**config.mk**
```make
export PLATFORM = sky130hd
export DESIGN_NAME = rv3n_func_branch
export DESIGN_NICKNAME = d
export VERILOG_FILES = /design/src/rtl/rv3n_func_branch_pkg.sv /design/src/rtl/rv3n_ack_fifo.sv /design/src/rtl/rv3n_func_branch.sv
export SDC_FILE = /design/constraint.sdc
export NUM_CORES = 1
export LEC_CHECK = 0
export BUFFER_PORTS_ARGS = -buffer_cell sky130_fd_sc_hd__buf_2
export CAP_MARGIN = 20
export CORE_MARGIN = 2
export CORE_UTILIZATION = 50
export DETAILED_ROUTE_END_ITERATION = 12
export GPL_TIMING_DRIVEN = 0
export HOLD_SLACK_MARGIN = 0.08
export PLACE_DENSITY = 0.78
export SYNTH_ARGS = -nofsm -noshare
export SYNTH_HDL_FRONTEND = slang
export SYNTH_SLANG_ARGS = --single-unit
```
**constraint.sdc**
```tcl
create_clock -name clk -period 8.1 [get_ports clk]
set_input_delay 2.025 -clock clk [delete_from_list [all_inputs] [get_ports clk]]
set_output_delay 2.025 -clock clk [all_outputs]
set_load 0.02 [all_outputs]
```
**src/rtl/rv3n_func_branch_pkg.sv**
```systemverilog
// Shared definitions for the rv3n branch/jump resolution unit: request
// parameter layout and condition encodings.
package rv3n_func_branch_pkg;

  localparam int unsigned PARA_W = 8;

  localparam logic [2:0] COND_EQ  = 3'd0;
  localparam logic [2:0] COND_NE  = 3'd1;
  localparam logic [2:0] COND_LT  = 3'd2;
  localparam logic [2:0] COND_GE  = 3'd3;
  localparam logic [2:0] COND_LTU = 3'd4;
  localparam logic [2:0] COND_GEU = 3'd5;

  // Request parameter byte, MSB first.
  typedef struct packed {
    logic       predict;
    logic       compressed;
    logic       link;
    logic       jalr;
    logic       jal;
    logic [2:0] cond;
  } br_para_t;

endpackage

```
**src/rtl/rv3n_ack_fifo.sv**
```systemverilog
// Generic valid/ready FIFO with occupancy count and synchronous flush.
module rv3n_ack_fifo #(
  parameter int unsigned DEPTH = 2,
  parameter int unsigned WIDTH = 32
) (
  input  logic                           clk,
  input  logic                           rst,
  input  logic                           flush_i,
  input  logic                           push_valid_i,
  input  logic [WIDTH-1:0]               push_data_i,
  output logic                           pop_valid_o,
  input  logic                           pop_ready_i,
  output logic [WIDTH-1:0]               pop_data_o,
  output logic [$clog2(DEPTH+1)-1:0]     count_o
);

  localparam int unsigned PTR_W = $clog2(DEPTH);
  localparam int unsigned CNT_W = $clog2(DEPTH + 1);

  logic [WIDTH-1:0] mem_q [DEPTH];
  logic [PTR_W-1:0] wr_ptr_q, wr_ptr_d;
  logic [PTR_W-1:0] rd_ptr_q, rd_ptr_d;
  logic [CNT_W-1:0] count_q, count_d;
  logic             pop;

  assign pop_valid_o = (count_q != '0);
  assign pop         = pop_valid_o & pop_ready_i;
  assign pop_data_o  = mem_q[rd_ptr_q];
  assign count_o     = count_q;

  always_comb begin
    wr_ptr_d = wr_ptr_q;
    rd_ptr_d = rd_ptr_q;
    count_d  = count_q;
    if (flush_i) begin
      wr_ptr_d = '0;
      rd_ptr_d = '0;
      count_d  = '0;
    end else begin
      if (push_valid_i) wr_ptr_d = wr_ptr_q + PTR_W'(1);
      if (pop)          rd_ptr_d = rd_ptr_q + PTR_W'(1);
      count_d = count_q + CNT_W'(push_valid_i) - CNT_W'(pop);
    end
  end

  always_ff @(posedge clk or posedge rst) begin
    if (rst) begin
      wr_ptr_q <= '0;
      rd_ptr_q <= '0;
      count_q  <= '0;
      for (int i = 0; i < DEPTH; i++) mem_q[i] <= '0;
    end else begin
      wr_ptr_q <= wr_ptr_d;
      rd_ptr_q <= rd_ptr_d;
      count_q  <= count_d;
      if (push_valid_i && !flush_i) mem_q[wr_ptr_q] <= push_data_i;
    end
  end

endmodule

```
**src/rtl/rv3n_func_branch.sv**
```systemverilog
// rv3n execute-stage branch/jump resolution: redirect, predictor training
// and buffered link acks. Optional RV3N_BRANCH_MISALIGN_EN adds a misaligned-target check.
module rv3n_func_branch
  import rv3n_func_branch_pkg::*;
#(
  parameter int unsigned XLEN      = 32,
  parameter int unsigned IMM_W     = 21,
  parameter int unsigned STAGES    = 1,
  parameter int unsigned ACK_DEPTH = 2
) (
  input  logic              clk,
  input  logic              rst,
  input  logic              flush,
  input  logic              func_branch_req_valid,
  input  logic [PARA_W-1:0] func_branch_req_para,
  input  logic [IMM_W-1:0]  func_branch_req_imm,
  input  logic [XLEN-1:0]   func_branch_req_pc,
  input  logic [XLEN-1:0]   func_branch_req_operand0,
  input  logic [XLEN-1:0]   func_branch_req_operand1,
  output logic              func_branch_req_busy,
  output logic              func_branch_ack_valid,
  input  logic              func_branch_ack_ready,
  output logic [XLEN-1:0]   func_branch_ack_data,
  output logic              jump_branch_valid,
  output logic [XLEN-1:0]   jump_branch_pc,
  output logic              ch2predictor_valid,
  output logic [XLEN-1:0]   ch2predictor_pc,
  output logic              ch2predictor_predict,
  output logic              ch2predictor_taken
`ifdef RV3N_BRANCH_MISALIGN_EN
  ,
  output logic              func_branch_misalign
`endif
);

  localparam int unsigned CNT_W = $clog2(ACK_DEPTH + 1);
  localparam int unsigned OCC_W = CNT_W + 1;

  function automatic logic cond_taken(input br_para_t p,
                                      input logic [XLEN-1:0] a,
                                      input logic [XLEN-1:0] b);
    logic t;
    t = 1'b0;
    if (p.jal || p.jalr) begin
      t = 1'b1;
    end else begin
      case (p.cond)
        COND_EQ:  t = (a == b);
        COND_NE:  t = (a != b);
        COND_LT:  t = ($signed(a) <  $signed(b));
        COND_GE:  t = ($signed(a) >= $signed(b));
        COND_LTU: t = (a <  b);
        COND_GEU: t = (a >= b);
        default:  t = 1'b0;
      endcase
    end
    return t;
  endfunction

  br_para_t         req_para;
  logic [XLEN-1:0]  req_simm;
  logic             req_taken;
  logic             accept;
  logic             fire_jump;
  logic             push;
  logic [CNT_W-1:0] fifo_count;
  logic [1:0]       inflight;
  logic [OCC_W-1:0] occupancy;

  // Inputs to the final (add/resolve) stage
  logic             src_valid;
  br_para_t         src_para;
  logic             src_taken;
  logic [XLEN-1:0]  src_pc;
  logic [XLEN-1:0]  src_op0;
  logic [XLEN-1:0]  src_simm;

  logic             fin_valid_q,    fin_valid_d;
  logic             fin_redirect_q, fin_redirect_d;
  logic             fin_branch_q,   fin_branch_d;
  logic             fin_predict_q;
  logic             fin_taken_q;
  logic [XLEN-1:0]  fin_pc_q;
  logic [XLEN-1:0]  fin_jpc_q,      fin_jpc_d;
  logic [XLEN-1:0]  fin_ack_q,      fin_ack_d;
  logic [XLEN-1:0]  link_val;
  logic [XLEN-1:0]  target;
`ifdef RV3N_BRANCH_MISALIGN_EN
  logic             fin_misalign_q, fin_misalign_d;
`endif

  assign req_para  = br_para_t'(func_branch_req_para);
  assign req_simm  = XLEN'($signed(func_branch_req_imm));
  assign req_taken = cond_taken(req_para, func_branch_req_operand0, func_branch_req_operand1);

  // Busy looks only at registered occupancy so it never depends on this cycle's events.
  assign occupancy            = OCC_W'(fifo_count) + OCC_W'(inflight);
  assign func_branch_req_busy = (occupancy >= OCC_W'(ACK_DEPTH));
  assign fire_jump            = fin_valid_q & fin_redirect_q & ~flush;
  assign accept               = func_branch_req_valid & ~func_branch_req_busy & ~flush & ~fire_jump;

  generate
    if (STAGES == 2) begin : g_two_stage
      logic            s1_valid_q, s1_valid_d;
      br_para_t        s1_para_q;
      logic            s1_taken_q;
      logic [XLEN-1:0] s1_pc_q, s1_op0_q, s1_simm_q;

      assign s1_valid_d = accept;

      always_ff @(posedge clk or posedge rst) begin
        if (rst) begin
          s1_valid_q <= 1'b0;
          s1_para_q  <= '0;
          s1_taken_q <= 1'b0;
          s1_pc_q    <= '0;
          s1_op0_q   <= '0;
          s1_simm_q  <= '0;
        end else begin
          s1_valid_q <= s1_valid_d;
          if (accept) begin
            s1_para_q  <= req_para;
            s1_taken_q <= req_taken;
            s1_pc_q    <= func_branch_req_pc;
            s1_op0_q   <= func_branch_req_operand0;
            s1_simm_q  <= req_simm;
          end
        end
      end

      // A redirect completing now squashes the younger stage-1 entry.
      assign src_valid = s1_valid_q & ~fire_jump & ~flush;
      assign src_para  = s1_para_q;
      assign src_taken = s1_taken_q;
      assign src_pc    = s1_pc_q;
      assign src_op0   = s1_op0_q;
      assign src_simm  = s1_simm_q;
      assign inflight  = 2'(s1_valid_q) + 2'(fin_valid_q);
    end else begin : g_one_stage
      assign src_valid = accept;
      assign src_para  = req_para;
      assign src_taken = req_taken;
      assign src_pc    = func_branch_req_pc;
      assign src_op0   = func_branch_req_operand0;
      assign src_simm  = req_simm;
      assign inflight  = 2'(fin_valid_q);
    end
  endgenerate

  // Target, link and redirect decision for the entry entering completion.
  always_comb begin
    fin_valid_d    = src_valid;
    link_val       = src_pc + (src_para.compressed ? XLEN'(2) : XLEN'(4));
    target         = (src_para.jalr ? src_op0 : src_pc) + src_simm;
    if (src_para.jalr) target[0] = 1'b0;
    fin_branch_d   = ~src_para.jal & ~src_para.jalr;
    fin_redirect_d = src_para.jalr | (src_para.jal & ~src_para.predict) |
                     (fin_branch_d & (src_para.predict != src_taken));
    fin_jpc_d      = src_taken ? target : link_val;
    fin_ack_d      = src_para.link ? link_val : '0;
`ifdef RV3N_BRANCH_MISALIGN_EN
    fin_misalign_d = src_taken & target[1];
    if (fin_misalign_d) begin
      fin_redirect_d = 1'b0;
      fin_ack_d      = '0;
    end
`endif
  end

  always_ff @(posedge clk or posedge rst) begin
    if (rst) begin
      fin_valid_q    <= 1'b0;
      fin_redirect_q <= 1'b0;
      fin_branch_q   <= 1'b0;
      fin_predict_q  <= 1'b0;
      fin_taken_q    <= 1'b0;
      fin_pc_q       <= '0;
      fin_jpc_q      <= '0;
      fin_ack_q      <= '0;
`ifdef RV3N_BRANCH_MISALIGN_EN
      fin_misalign_q <= 1'b0;
`endif
    end else begin
      fin_valid_q <= fin_valid_d;
      if (fin_valid_d) begin
        fin_redirect_q <= fin_redirect_d;
        fin_branch_q   <= fin_branch_d;
        fin_predict_q  <= src_para.predict;
        fin_taken_q    <= src_taken;
        fin_pc_q       <= src_pc;
        fin_jpc_q      <= fin_jpc_d;
        fin_ack_q      <= fin_ack_d;
`ifdef RV3N_BRANCH_MISALIGN_EN
        fin_misalign_q <= fin_misalign_d;
`endif
      end
    end
  end

  assign jump_branch_valid    = fire_jump;
  assign jump_branch_pc       = fin_jpc_q;
  assign ch2predictor_valid   = fin_valid_q & fin_branch_q & ~flush;
  assign ch2predictor_pc      = fin_pc_q;
  assign ch2predictor_predict = fin_predict_q;
  assign ch2predictor_taken   = fin_taken_q;
`ifdef RV3N_BRANCH_MISALIGN_EN
  assign func_branch_misalign = fin_valid_q & fin_misalign_q & ~flush;
`endif

  assign push = fin_valid_q & ~flush;

  rv3n_ack_fifo #(
    .DEPTH (ACK_DEPTH),
    .WIDTH (XLEN)
  ) u_ack_fifo (
    .clk          (clk),
    .rst          (rst),
    .flush_i      (flush),
    .push_valid_i (push),
    .push_data_i  (fin_ack_q),
    .pop_valid_o  (func_branch_ack_valid),
    .pop_ready_i  (func_branch_ack_ready),
    .pop_data_o   (func_branch_ack_data),
    .count_o      (fifo_count)
  );

endmodule
```
# Yosys cells after proc, flatten, opt, wreduce, memory -nomap -nowiden
# Index checks and enable logic that the tools add are counted.
# classes
n_mux	18
reduce_logical	8
eq_ne	8
magnitude_cmp	8
n_bitwise	22
addsub	7
# ops
operator	count
$mux 32	7
$bwmux 64	1
$ge 32x32->1	2
$lt 32x32->1	2
$add 32x3->32	1
$add 32x32->32	1
$demux 32 s1	1
$eq 32x32->1	1
$ne 32x32->1	1
$and 1x1->1	12
$eq 3x2->1 const B	2
$eq 3x3->1 const B	2
$mux 1	6
$not 1->1	6
$pmux 1 s6	1
$reduce_bool 2->1	3
$ge 2x2->1 const B	2
$not 1->2	2
$add 2x1->3	1
$eq 3x1->1 const B	1
$ge 3x2->1 const B	1
$logic_not 3->1	1
$mux 3	1
$add 1x1->1 const B	2
other kinds (9)	11
# word_totals
ff_bits	169
out_inout_bits	102
input_bits	130
word_cells	84

# Longest topological paths before layout
# Gate-level depths: netlist of run 1.
# logic_depth
word_depth	6
depth_mapped	14
mapped_depth_nobuf	13

# By module
# Synthesis of run 1 repeated with hierarchy kept, for this count alone.
# hier_totals
hier_cells	1105
hier_area_um2	10471.3
# by_module_without_submodules
module	area_each_um2	cells_per_inst	seq_area_each_um2	instances
rv3n_func_branch	7458.4	914	2527.4	1
rv3n_ack_fifo	3012.9	191	1701.6	1

# Worst setup path before layout of run 1
# No wires, ideal clock.
# synth_timing
kind	in2reg
startpoint	input port func_branch_req_para[4]
endpoint	register fin_jpc_q[31] (netlist: jump_branch_pc[31])
path_buffers	2
cell_stages	13
required_time_ps	7979
setup_ps	121
arrival_time_ps	5089
path_slack_ps	2890
path_cell_list	clkbuf_1 clkbuf_1 mux2_2 ha_1 a211oi_1 o211ai_1 a311oi_1 a21oi_1 o221ai_1 nor3_1 a211oi_1 nor2_1 o22a_1
# synth_between
elab_chain_len	3
word_cells_on_any_way	5
classes_between	1 x add/sub; 3 x mux; 1 x reduce/logical
# synth_rtl
element	line_no	source
start: declaration	rv3n_func_branch.sv:15	input logic [PARA_W-1:0] func_branch_req_para,
$mux 32 or $logic_or 1x1->1 (tied branches)	rv3n_func_branch.sv:154, rv3n_func_branch.sv:44	
$add 32x32->32 or $mux 1 (tied branches)	rv3n_func_branch.sv:154, rv3n_func_branch.sv:44	
$mux 32 *	rv3n_func_branch.sv:159	fin_jpc_d = src_taken ? target : link_val;
end signal: assignment	rv3n_func_branch.sv:191	fin_jpc_q <= fin_jpc_d;
end: declaration	rv3n_func_branch.sv:84	logic [XLEN-1:0] fin_jpc_q, fin_jpc_d;
# Mark *: on every way between the ends. The rest lies on a longest branch, timed or not.
# A chain may end at the register's enable or synchronous reset.

# Worst setup path in the final report of run 1
# Ends and elaborated chain as after synthesis.

==> impl_metrics.env, run 1 <==
export IMPL_synth_top_area_frac=0.4037
export IMPL_critPathArrivalTime_ns=6.05
export IMPL_yosys_warnings=0
export IMPL_min_to="ch2predictor_pc[23]$_DFFE_PP0P_"
export IMPL_cts_root_buf="clkbuf_16"
export IMPL_path_buf_inv=2
export IMPL_htreeDepth=4
export IMPL_power_density_nw_per_um2=290.6
export IMPL_maxSlewViolCount=0
export IMPL_rr_endpoint="ch2predictor_pc[8]$_DFFE_PP0P_"
export IMPL_critical_path_max_stage_delay_ns=0.61
export IMPL_ios=232
export IMPL_max_slew_margin_rel=0.4455
export IMPL_rsz0062_at_grt="no"
export IMPL_avgViaCountPerCell=5.617
export IMPL_r2r_start="fin_valid_q$_DFF_PP0_"
export IMPL_antenna_left=0
export IMPL_cts_resized=0
export IMPL_routabilityCongestion=0.9251
export IMPL_synth_top_family_by_area="simple AND/OR/NAND/NOR gates"
export IMPL_die_y_um=148.8
export IMPL_routedWlPerCell_um=18.68
export IMPL_synth_xor_xnor_area_share=0.04933
export IMPL_synth_compound_area_frac=0.1125
export IMPL_netlist_area_um2=10480
export IMPL_fin_nets=1541
export IMPL_synth_edf_count=0
export IMPL_fp_dieW_um=148.8
export IMPL_drc=0
export IMPL_cp_max_fo=10
export IMPL_layout_common_cells="buf_2, nand2_1, dfrtp_1, mux2_2, ha_1"
export IMPL_die_area_um2=22130
export IMPL_area_growth_pct=20.64
export IMPL_slowest_stage="clkbuf_1"
export IMPL_drt_total_wl_um=30420
export IMPL_cts_tree="built"
export IMPL_syn_avg_cell_area_um2=9.585
export IMPL_cts_setup_buffers=0
export IMPL_maxCapViolations=0
export IMPL_fmax_mhz=174.5
export IMPL_clock_latency_ns=0.44
export IMPL_hold_violations=0
export IMPL_gr_total_overflow=0
export IMPL_grt_max_degree=117
export IMPL_detailed_place_hpwl_um=23970
export IMPL_setup_viol=0
export IMPL_muxShareOfSynthArea=0.1532
export IMPL_power_leakage_nw=6.436
export IMPL_antenna_found_initial=3
export IMPL_status="finished, final reports clean"
export IMPL_first_global_vias=9033
export IMPL_cp_cell_sequence="clkbuf_1, clkbuf_1, mux2_2, ha_1, a211oi_1, o211ai_1, a311oi_1, a21oi_1, o221ai_1, nor3_1, a211oi_1, nor2_1, o22a_1"
export IMPL_synth_fa_ha_area_frac=0.08384
export IMPL_ir_drop_uv=157.4
export IMPL_ys_ff_latch=169
export IMPL_critical_path_top_delay_family="compound AO/OA/AOI/OAI gates"
export IMPL_drt_pass1_iterations=5
export IMPL_ys_types=65
export IMPL_grt_pass1_wl_um=47890
export IMPL_fin_skew_ns=0.01031
export IMPL_yosys_area_top_type="dfrtp_1"
export IMPL_hold_path_cell_count=2
export IMPL_worstMarginPinSlew_ns=0.8318
export IMPL_startpoint_type="input pin"
export IMPL_via_count=9144
export IMPL_grt_usage=0.2796
export IMPL_power_w=0.003673
export IMPL_synth_cells=1093
export IMPL_r2r_cells=9
export IMPL_cts_buffers=17
export IMPL_io_buffer_count=229
export IMPL_ctsHoldBuffers=0
export IMPL_num_rows=52
export IMPL_start_util=0.5128
export IMPL_drive_gt1_frac=0.2996
export IMPL_clockBufferDepth=2
export IMPL_ys_async_sr_fraction=1.000
export IMPL_clk_pin_slew_ns=0.08
export IMPL_critical_path_class="input pin to flop"
export IMPL_synth_net_count=1292
export IMPL_fin_crit_sh=0.7074
export IMPL_mostFrequentLayoutCell="buf_2"
export IMPL_fin_crit_ns=5.730
export IMPL_hp_class="flop to flop"
export IMPL_crit_required_ns=8.42
export IMPL_drt_iter0_markers=558
export IMPL_synthSimpleGateAreaFrac=0.1596
export IMPL_core_um2=20430
export IMPL_clock_sinks=169
export IMPL_ys_top_cells_by_area="dfrtp_1, mux2_2, ha_1, nand2_1, xnor2_1"
export IMPL_rrSetupSlack_ns=4.98
export IMPL_synth_seq_area_share=0.4037
export IMPL_timing_hold_ws_ns=0.4711
export IMPL_end_kind="flop"
export IMPL_hp_start="ch2predictor_pc[23]$_DFFE_PP0P_"
export IMPL_synth_ff_type="dfrtp_1"
==> cells in the mapped netlist, types with 19 or more instances <==
library cell	count
a21oi_1	41
nand2_1	207
mux2_2	127
ha_1	67
nor2_1	35
xnor2_1	36
xor2_1	23
dfrtp_1	169
o21ai_0	48
clkbuf_1	34
inv_1	55
nand3_1	37
a21o_1	19
==> logic make-up after synthesis <==
logic type / count (synthesis)
AND/OR/NAND/NOR: 367
AO/OA/AOI/OAI: 183
flip-flops: 169
multiplexers: 144
buffers and inverters: 102
adder cells (fa/ha/maj): 69
XOR/XNOR: 59
==> routing by layer <==
layer  global-route usage  share of wire  wire length (um)  up-vias
li1                     -              -                 -     4355
met1               0.3841           0.44             13460     4384
met2               0.4479           0.47             14180      345
met3              0.04343          0.059              1800       60
met4               0.1100          0.032               983        0
met5                    0              0                 0        -
==> worst register-to-register path, cell delays in order, from the launching register on <==
cell and delay (ns):
dfrtp_1 0.43, nor2b_1 0.20, and2_1 0.19, or4b_2 0.69, clkbuf_1 0.22, inv_2 0.13
clkbuf_1 0.44, buf_1 0.55, nand2_1 0.14, nand2_1 0.08
==> power breakdown <==
part	internal (W)	total, W	switching (W)
Sequential	0.00116	0.00138	0.000216
Combinational	0.000577	0.00141	0.000833
Clock	0.000499	0.000883	0.000384
==> worst max-delay path by stage <==
stage,depth (start not counted),slack (ns),end,startpoint
after global placement,2,-0.35,ch2predictor_pc[11]$_DFFE_PP0P_,rst
final,13,2.37,jump_branch_pc[31]$_DFFE_PP0P_,func_branch_req_para[4]
after CTS,13,2.46,jump_branch_pc[31]$_DFFE_PP0P_,func_branch_req_para[4]
after floorplan,1,1.50,ch2predictor_pc[0]$_DFFE_PP0P_,rst
after detailed placement,13,2.02,jump_branch_pc[31]$_DFFE_PP0P_,func_branch_req_para[4]
after global routing,13,2.11,jump_branch_pc[31]$_DFFE_PP0P_,func_branch_req_para[4]
==> metrics by stage <==
step	setup WS [ns]	TNS (ns)	area [um^2]	cells	util
final	2.370	0	12640	1628	0.6186
after global routing	2.112	0	12640	1627	0.6185
after CTS	2.462	0	12630	1625	0.6183
after detailed placement	2.017	0	12000	1593	0.5872
after global placement	-0.3496	-56.20	11960	1592	0.5854
after floorplan	1.500	0	10480	1093	-
==> sequential cells by signal, indices dropped and copies added (netlist names) <==
register and flops:
fin_ack_q 32, u_ack_fifo.wr_ptr_q 1, fin_valid_q 1, fin_branch_q 1, u_ack_fifo.count_o 2, ch2predictor_predict 1, ch2predictor_taken 1, jump_branch_pc 32
u_ack_fifo.rd_ptr_q 1, fin_redirect_q 1, u_ack_fifo.mem_q 64, ch2predictor_pc 32
==> final cells by class <==
type / count / area (um^2)
clock buffers: 17 / 425.4
diodes: 3 / 7.507
inverters: 56 / 217.7
clock inverters: 15 / 210.2
flip-flops and latches: 169 / 4229
repair buffers: 230 / 1174
multi-input cells: 822 / 5851
fillers: 1772 / 7791
well taps: 270 / 337.8
plain buffers: 46 / 186.4
Power figures use the tool's default switching activity.
==> inputs of run 2 (changes only) <==
--- a/config.mk
+++ b/config.mk
@@ -12,7 +12,7 @@
 export DETAILED_ROUTE_END_ITERATION = 12
 export GPL_TIMING_DRIVEN = 0
 export HOLD_SLACK_MARGIN = 0.08
-export PLACE_DENSITY = 0.78
+export PLACE_DENSITY = 0.81
 export SYNTH_ARGS = -nofsm -noshare
 export SYNTH_HDL_FRONTEND = slang
 export SYNTH_SLANG_ARGS = --single-unit
==> constraint.sdc (replaced) <==
create_clock -name clk -period 5 [get_ports clk]
set_input_delay 1.25 -clock clk [delete_from_list [all_inputs] [get_ports clk]]
set_output_delay 1.25 -clock clk [all_outputs]
set_load 0.02 [all_outputs]
==> run 2 against run 1 <==
- first-iteration DRC count grew 8.1%
- die area is the same
- hold slack gained 0.0021 ns
- highest routed layer unchanged
- sequential power grew 62%
- count of clock-buffer cells in the layout grew 4
- critical path type unchanged
- flip-flop and latch count is the same
- global-route usage grew 0.45 points
- final cell count is essentially flat
- clock skew grew 0.0059 ns
- register-to-register slack lost 3.2 ns
==> impl_metrics.env, run 2 (synthesized netlist as in run 1, its figures left out) <==
export IMPL_status="finished, final reports clean"
export IMPL_core_um2=20430
export IMPL_fin_skew_ns=0.01621
export IMPL_grt_max_degree=43
export IMPL_rrSetupSlack_ns=1.79
export IMPL_mostFrequentLayoutCell="buf_2"
export IMPL_end_kind="flop"
export IMPL_num_rows=52
export IMPL_cts_setup_buffers=0
export IMPL_drive_gt1_frac=0.3012
export IMPL_crit_top_cell="a211oi_1"
export IMPL_fin_nets=1544
export IMPL_regMostFlops="u_ack_fifo.mem_q"
export IMPL_die_area_um2=22130
export IMPL_start_util=0.5128
export IMPL_fin_crit_sh=0.9300
export IMPL_antenna_found_initial=1
export IMPL_drc=0
export IMPL_cp_num_cells=13
export IMPL_clock_latency_ns=0.44
export IMPL_power_density_nw_per_um2=473.2
export IMPL_rr_endpoint="fin_ack_q[13]$_DFFE_PP0P_"
export IMPL_max_slew_margin_rel=0.4309
export IMPL_routedWlPerCell_um=19.03
export IMPL_rsz0062_at_grt="no"
export IMPL_routabilityCongestion=0.9297
export IMPL_first_global_vias=9358
export IMPL_multi_input_area_um2=5851
export IMPL_power_w=0.006011
export IMPL_cts_root_buf="clkbuf_16"
export IMPL_hp_class="flop to flop"
export IMPL_crit_required_ns=5.32
export IMPL_io_buffer_count=229
export IMPL_slowest_stage="clkbuf_1"
export IMPL_critical_path_class="input pin to flop"
export IMPL_ff_latch_area_um2=4229
export IMPL_detailed_place_hpwl_um=24390
export IMPL_htreeDepth=4
export IMPL_maxSlewViolCount=0
export IMPL_cp_max_fo=10
export IMPL_startpoint_type="input pin"
export IMPL_fin_crit_ns=4.650
export IMPL_hold_path_cell_count=2
export IMPL_power_leakage_nw=6.467
export IMPL_ctsHoldBuffers=0
export IMPL_die_y_um=148.8
export IMPL_drt_iter0_markers=603
export IMPL_fp_dieW_um=148.8
export IMPL_drt_total_wl_um=31000
export IMPL_critPathArrivalTime_ns=4.97
export IMPL_critical_path_top_delay_family="compound AO/OA/AOI/OAI gates"
export IMPL_critical_path_max_stage_delay_ns=0.45
export IMPL_drt_pass1_iterations=6
export IMPL_avgViaCountPerCell=5.664
export IMPL_grt_usage=0.2841
export IMPL_cp_cell_sequence="clkbuf_2, clkbuf_1, mux2_2, ha_1, a211oi_1, o211ai_1, a311oi_1, a21oi_1, o221ai_1, nor3_1, a211oi_1, nor2_1, o22a_1"
export IMPL_layout_common_cells="buf_2, nand2_1, dfrtp_1, mux2_2, ha_1"
export IMPL_cts_tree="built"
export IMPL_path_buf_inv=2
export IMPL_hp_start="ch2predictor_pc[26]$_DFFE_PP0P_"
export IMPL_r2r_cells=9
export IMPL_r2r_start="fin_valid_q$_DFF_PP0_"
export IMPL_post_route_util=0.6217
export IMPL_n_fill_cell=1774
export IMPL_setup_viol=0
export IMPL_gr_total_overflow=0
export IMPL_hold_violations=0
export IMPL_area_growth_pct=21.23
export IMPL_via_count=9226
export IMPL_ios=232
export IMPL_min_to="ch2predictor_pc[26]$_DFFE_PP0P_"
export IMPL_antenna_left=0
export IMPL_ir_drop_uv=256.6
export IMPL_largest_reg_flops=64
export IMPL_maxCapViolations=0
export IMPL_clockBufferDepth=2
export IMPL_clock_sinks=169
export IMPL_fmax_mhz=215.1
export IMPL_grt_pass1_wl_um=48730
export IMPL_clk_pin_slew_ns=0.07
export IMPL_cts_buffers=17
export IMPL_worstMarginPinSlew_ns=0.8537
run 2: cell types whose count changed in the layout (fill, tap and decap cells not counted):
cell | before | now
buf_12 | 0 | 4
buf_16 | 1 | 0
bufinv_16 | 3 | 4
clkbuf_2 | 0 | 1
clkbuf_8 | 0 | 3
clkinv_2 | 1 | 0
clkinv_8 | 2 | 0
clkinvlp_4 | 1 | 2
diode_2 | 3 | 1
inv_6 | 4 | 3
inv_8 | 3 | 1
run 2: power by group:
group	internal (W)	switching, W	total [W]
clock	0.000888	0.000579	0.00147
sequential	0.00189	0.000352	0.00224
combinational	0.000939	0.00136	0.00230
run 2: per-layer routing:
layer	part of all wire	vias up	GRT usage
met5	0	-	0
li1	-	4359	-
met2	0.48	346	0.4725
met3	0.061	60	0.05352
met4	0.032	0	0.1014
met1	0.43	4461	0.3737
run 2: worst max path at each step:
stage	endpoint	start	slack (ns)
floorplan	jump_branch_pc[31]$_DFFE_PP0P_	func_branch_req_para[4]	0.56
global placement	jump_branch_pc[31]$_DFFE_PP0P_	func_branch_req_para[4]	-0.33
detailed placement	jump_branch_pc[31]$_DFFE_PP0P_	func_branch_req_para[4]	-0.36
CTS	jump_branch_pc[31]$_DFFE_PP0P_	func_branch_req_para[4]	0.07
global route	jump_branch_pc[31]$_DFFE_PP0P_	func_branch_req_para[4]	0.05
finish	jump_branch_pc[31]$_DFFE_PP0P_	func_branch_req_para[4]	0.35
run 2: worst register-to-register path, delay by kind of cell, from the launching register on:
kind	cells	cell delay (ns)
buffers and inverters	4	1.31
AND/OR/NAND/NOR	5	1.40
flip-flops	1	0.44
run 2: final cells by class:
type                       count  share of cell area
multi-input combinational    822              0.4606
sequential                   169              0.3330
timing repair buffer         233             0.09654
clock buffer                  21             0.03704
tap                          270             0.02660
inverter                      56             0.01685
buffer                        46             0.01478
clock inverter                11             0.01438
antenna                        1           0.0001970
run 2: stage by stage:
step	setup slack [ns]	hold WS [ns]	setup TNS, ns	instance area (um^2)	instances
finish	0.3502	0.4732	0	12700	1629
global route	0.04823	0.4993	0	12700	1629
CTS	0.06827	0.4801	0	12700	1628
detailed placement	-0.3580	0.4562	-2.028	12040	1596
global placement	-0.3346	0.4550	-1.623	11960	1592
floorplan	0.5646	0.4418	0	10480	1093
run 2: repair_timing:
| item | 4_1_cts | 5_1_grt |
|---|---|---|
| endpoints found under the hold margin | 0 | 0 |
| resized for setup | 0 | 2 |
| setup endpoints to repair | 0 | 6 |
